[src/rtl/fifo_rd_arb_ctrl.sv]
// fifo_rd_arb_ctrl
//   Read-domain half of the async FIFO. It takes the synchronised Gray write
//   pointer, owns the read pointer (binary and Gray), derives the empty flag
//   and fill level, and shares the single RAM read port among NREQ consumers.
//   Sharing is round-robin, and a requester that keeps its request high may
//   hold the port for up to BURST consecutive grants.
//
// Ports
//   rd_clk      read-domain clock
//   rd_rst      asynchronous, active-high reset
//   rq2_wr_ptr  synchronised Gray write pointer (ADDR_W+1 bits)
//   req         per-consumer read request, level sensitive
//   grant       one-hot grant, combinational; the pop happens in this cycle
//   rd_en       RAM read enable (= |grant)
//   rd_addr     RAM read address (low ADDR_W bits of the binary read pointer)
//   rd_ptr      registered Gray read pointer, sent to the r2w synchroniser
//   rd_empty    registered empty flag
//   rd_level    registered count of entries available (pessimistic)
//   rd_valid    RAM data valid, one cycle after grant
//   rd_owner    index of the consumer that receives the current data
module fifo_rd_arb_ctrl #(
  parameter int ADDR_W = 5,
  parameter int NREQ   = 4,
  parameter int BURST  = 4
) (
  input  logic                     rd_clk,
  input  logic                     rd_rst,
  input  logic [ADDR_W:0]          rq2_wr_ptr,
  input  logic [NREQ-1:0]          req,
  output logic [NREQ-1:0]          grant,
  output logic                     rd_en,
  output logic [ADDR_W-1:0]        rd_addr,
  output logic [ADDR_W:0]          rd_ptr,
  output logic                     rd_empty,
  output logic [ADDR_W:0]          rd_level,
  output logic                     rd_valid,
  output logic [$clog2(NREQ)-1:0]  rd_owner
);

  localparam int IDX_W = $clog2(NREQ);
  localparam int CNT_W = $clog2(BURST + 1);

  function automatic logic [ADDR_W:0] bin2gray(input logic [ADDR_W:0] b);
    return b ^ (b >> 1);
  endfunction

  function automatic logic [ADDR_W:0] gray2bin(input logic [ADDR_W:0] g);
    logic [ADDR_W:0] b;
    b[ADDR_W] = g[ADDR_W];
    for (int i = ADDR_W - 1; i >= 0; i--) b[i] = b[i+1] ^ g[i];
    return b;
  endfunction

  function automatic logic [IDX_W-1:0] wrap_idx(input int v);
    int m;
    m = v % NREQ;
    return m[IDX_W-1:0];
  endfunction

  function automatic logic [IDX_W-1:0] next_idx(input logic [IDX_W-1:0] i);
    return (i == IDX_W'(NREQ - 1)) ? '0 : i + IDX_W'(1);
  endfunction

  logic [ADDR_W:0]   rbin;
  logic [ADDR_W:0]   rbin_next;
  logic [ADDR_W:0]   wr_bin;
  logic [IDX_W-1:0]  prio;       // search start index
  logic [IDX_W-1:0]  last;       // most recent grant winner
  logic [CNT_W-1:0]  burst_cnt;  // grants given to 'last' in its current burst
  logic [CNT_W-1:0]  cnt_new;
  logic [IDX_W-1:0]  win;
  logic [IDX_W-1:0]  cand;
  logic              found;

  // Round-robin search from prio. No grant while empty or in reset, so the
  // last entry is never popped twice.
  // NOTE: every variable gets a default at the top of always_comb; a path
  // that leaves one unassigned would infer a latch.
  always_comb begin
    grant = '0;
    win   = prio;
    cand  = '0;
    found = 1'b0;
    if (!rd_rst && !rd_empty) begin
      for (int k = 0; k < NREQ; k++) begin
        cand = wrap_idx(int'(prio) + k);
        if (!found && req[cand]) begin
          found = 1'b1;
          win   = cand;
        end
      end
    end
    if (found) grant[win] = 1'b1;
  end

  assign rd_en     = found;
  assign rd_addr   = rbin[ADDR_W-1:0];
  assign rbin_next = rbin + {{ADDR_W{1'b0}}, rd_en};
  assign wr_bin    = gray2bin(rq2_wr_ptr);

  // A win by the current owner extends its burst; any other win starts a
  // new burst of one. A burst that restarts after exhaustion also counts
  // from one.
  assign cnt_new = (win == last && burst_cnt < CNT_W'(BURST)) ?
                   burst_cnt + CNT_W'(1) : CNT_W'(1);

  // NOTE: sequential state uses non-blocking assignments only, so every
  // register samples pre-edge values regardless of statement order.
  always_ff @(posedge rd_clk or posedge rd_rst) begin
    if (rd_rst) begin
      rbin      <= '0;
      rd_ptr    <= '0;
      rd_empty  <= 1'b1;
      rd_level  <= '0;
      rd_valid  <= 1'b0;
      rd_owner  <= '0;
      burst_cnt <= '0;
      last      <= '0;
      prio      <= '0;
    end else begin
      rbin     <= rbin_next;
      rd_ptr   <= bin2gray(rbin_next);
      // Full Gray compare including the wrap bit: equal addresses with a
      // different wrap bit mean full, not empty.
      rd_empty <= (bin2gray(rbin_next) == rq2_wr_ptr);
      rd_level <= wr_bin - rbin_next;
      rd_valid <= rd_en;
      if (rd_en) begin
        rd_owner  <= win;
        last      <= win;
        burst_cnt <= cnt_new;
        prio      <= (cnt_new == CNT_W'(BURST)) ? next_idx(win) : win;
      end else if (!req[last] && prio == last) begin
        // Owner released its request: end the burst and move past it.
        prio      <= next_idx(last);
        burst_cnt <= '0;
      end
    end
  end

endmodule

[config.mk]
export PLATFORM = sky130hd
export DESIGN_NAME = fifo_rd_arb_ctrl
export DESIGN_NICKNAME = d
export VERILOG_FILES = /design/src/rtl/fifo_rd_arb_ctrl.sv
export SDC_FILE = /design/constraint.sdc
export NUM_CORES = 1
export LEC_CHECK = 0
export ABC_AREA = 1
export BUFFER_PORTS_ARGS = -buffer_cell sky130_fd_sc_hd__buf_2
export CAP_MARGIN = 20
export CORE_MARGIN = 2
export CORE_UTILIZATION = 25
export DETAILED_ROUTE_END_ITERATION = 8
export GPL_TIMING_DRIVEN = 0
export PLACE_DENSITY = 0.48
export SYNTH_ARGS = -nofsm -noshare
export SYNTH_HDL_FRONTEND = slang
export SYNTH_SLANG_ARGS = --single-unit
[constraint.sdc]
create_clock -name rd_clk -period 3.7 [get_ports rd_clk]
set_clock_uncertainty 0.15 [all_clocks]
set_input_delay 0.555 -clock rd_clk [delete_from_list [all_inputs] [get_ports rd_clk]]
set_output_delay 0.555 -clock rd_clk [all_outputs]
set_load 0.02 [all_outputs]
==> metrics.txt <==
Post-route DRC 0; fmax 302.1 MHz; fin nets between 200 and 300; clock network power share 8.0%; Tmin final 3310 ps; ant diodes 0; cell internal pwr ~1100 uW; Post-synth ARST share 100.0%; WP data required 3740 ps; Core Box Area 6869 um2; Worst IR Drop VDD around 540 uV; Core Util, Final 31.77%; run status completed; final period utilization between 80% and 90%; DR vias roughly 1,500; CTS Buffer Depth 2; commonest non-fill, non-tap cell in the layout nand2_1; WP data arrival 3350 ps; vias in the first global route 1,492; P_leak approximately 0.0012 uW; total grt overflow 0; syn avg cell area between 7 and 8 um2; commonest cells after routing, fill and taps aside nand2_1 (55), buf_2 (37), inv_1 (35); total die area between 7000 and 8000 um2; max cap viols 0; layout cells sized above 1 between 20% and 30%; RSZ-0062 raised after global routing false; Syn Nets around 250; Initial DRC Count 48; Post-CTS Setup Inserts 0; Crit. End Element flip-flop; clock sink count 26; CTS resizes 0; Initial Utilization about a quarter; Setup TNS Final 0 ps; GP Congestion between 0.7 and 0.8; Fillers between 700 and 800; Setup CP Type flip-flop to flip-flop; Hold Path Class input pin to asynchronous set/reset pin; TritonCTS clock tree done; Slew @ Worst Pin between 500 and 600 ps; power per standard cell area between 1000 and 1500 nW/um2; Pre-Repair DR Iteration Count 4; dpl hpwl around 3000 um; Max Fanout on Critical Path 11; Final setup viols 0; Final Slew Violations 0; Sequential cell area approximately 650 um2; number of synthesized register bits 26; pre-CTS setup slack 254.4 ps; Layout area overhead 21.03%; vias per cell 4.022; Final Hold Viols 0; I/O Pins 38; Comb power frac 69.2%; CTS buffer count 3; Worst-Skew Late Latency between 200 and 300 ps; Routed WL slightly below 4000 um; Vert. Die Dim 88.93 um; area leader, netlist dfrtp_1; sequential cell area fraction in the yosys report between 30 and 40%; sw frac 52.56%; first-pass GRT wire length 6561 um; top_reg_cell synth dfrtp_1; Rel. slew slack ~60%; multi-input logic area around 990 um2; Root Driver clkbuf_8; Global Route Usage Sum around a tenth; post-synth top area share 34.70%; setup ws final 390.1 ps; top post-synthesis cells by area dfrtp_1 (35%), nand2_1 (11%), inv_1 (7.3%), ha_1 (6.9%), xnor2_1 (5.3%); NetSw ~1200 uW; H-tree depth 1; CP Launch Type flip-flop; initial antenna violation count 0; mapped cell area around 1800 um2; port bufs 37; Post-synth EDFFs 0; wire per inst ~10 um; CTS Hold Bufs 0; Syn Inst Count 230; synth unique cells 32; die extent in x 88.93 um; flop2flop setup slack 390 ps; sequential share of power between 20% and 30%; largest net degree at the start of global routing 27; YS warnings 0; Worst-path clk slew about 90 ps; post-route ant nets 0; Std-Cell Rows 30
[sequential cells by signal, indices dropped and copies added, names as in the netlist]
register	cells
burst_cnt	3
rd_valid	1
prio	2
rd_empty	1
last	2
rbin	6
rd_ptr	5
rd_level	6
[worst max-delay path, stage by stage, from the launching register on]
cell and delay (ps):
dfrtp_1 420, buf_6 160, nand2_1 80, nand3_1 130
nand2_2 140, nand2_2 80, nor2_4 90, inv_2 50
o21ai_4 290, inv_4 130, ha_1 220, inv_1 60
nand2_1 40, nand2_1 140, inv_1 110, ha_1 310
a21oi_1 200, o21ai_2 100, nand2_1 60, nand3_1 60
nand2_1 90, xnor2_1 120
[area by class of cell]
type / instances / area share [%]
Timing Repair Buffer: 38 / 9.174
Sequential cell: 26 / 29.87
Buffer: 1 / 0.5161
Multi-Input combinational cell: 162 / 45.24
Clock buffer: 4 / 2.523
Inverter: 41 / 7.167
Tap cell: 96 / 5.505
[cells in the mapped netlist (2+ instances only)]
master and count:
inv_1 35, nand4_1 3, dfrtp_1 25, nand2_1 55
inv_2 5, xnor2_1 11, nand3_1 15, nor2_1 21
ha_1 10, nand3_2 2, nand2_2 10, nor2_4 2
a21oi_1 5, o21ai_0 2, xor2_1 11, o21ai_1 2
[routing by layer]
| metal | wire length [um] | global-route usage, % | part of all wire (%) | up-vias |
|---|---|---|---|---|
| met5 | 0 | 0 | 0 | - |
| met3 | 181 | 2.770 | 4.7 | 2 |
| met2 | 1718 | 17.50 | 45 | 24 |
| li1 | - | - | - | 791 |
| met1 | 1937 | 13.89 | 50 | 663 |
| met4 | 20 | 1.240 | 0.52 | 0 |
[path summary, 6_finish.rpt]
check / from / to / cells past startpoint
setup / recovery: prio[0] / rd_level[5] / 21
hold / removal: rd_rst / rd_ptr[3] / 2
setup reg to reg: prio[0] / rd_level[5] / 21
hold reg to reg: burst_cnt[1] / burst_cnt[1] / 2
max in group asynchronous: rd_rst / rd_ptr[1] / 3
min in group rd_clk: burst_cnt[1] / burst_cnt[1] / 2
[power groups by stage]
stage          logic [uW]  clock network, uW  registers (uW)
2_1_floorplan        1080                  0             657
4_1_cts              1600                192             525
3_3_place_gp         1580                  0             529
5_1_grt              1800                205             543
3_5_place_dp         1600                  0             527
6_report             1580                184             521
[per-stage QoR]
| step | cells | power (uW) | hold WS, ps | cell area (um2) |
|---|---|---|---|---|
| 2_1_floorplan | 230 | 1740 | 303.1 | 1803 |
| 3_3_place_gp | 363 | 2112 | 321.5 | 2108 |
| 3_5_place_dp | 363 | 2123 | 325.9 | 2108 |
| 4_1_cts | 367 | 2314 | 350.2 | 2163 |
| 5_1_grt | 368 | 2543 | 245.7 | 2182 |
| 6_report | 368 | 2284 | 193.0 | 2182 |
[logic make-up after synthesis]
logic type | synth area share, %
simple gates | 29.49
buf+inv | 9.300
flops | 36.16
xor+xnor | 10.69
compound gates | 6.316
fa+ha+maj | 8.050
Power figures use the tool's default switching activity.
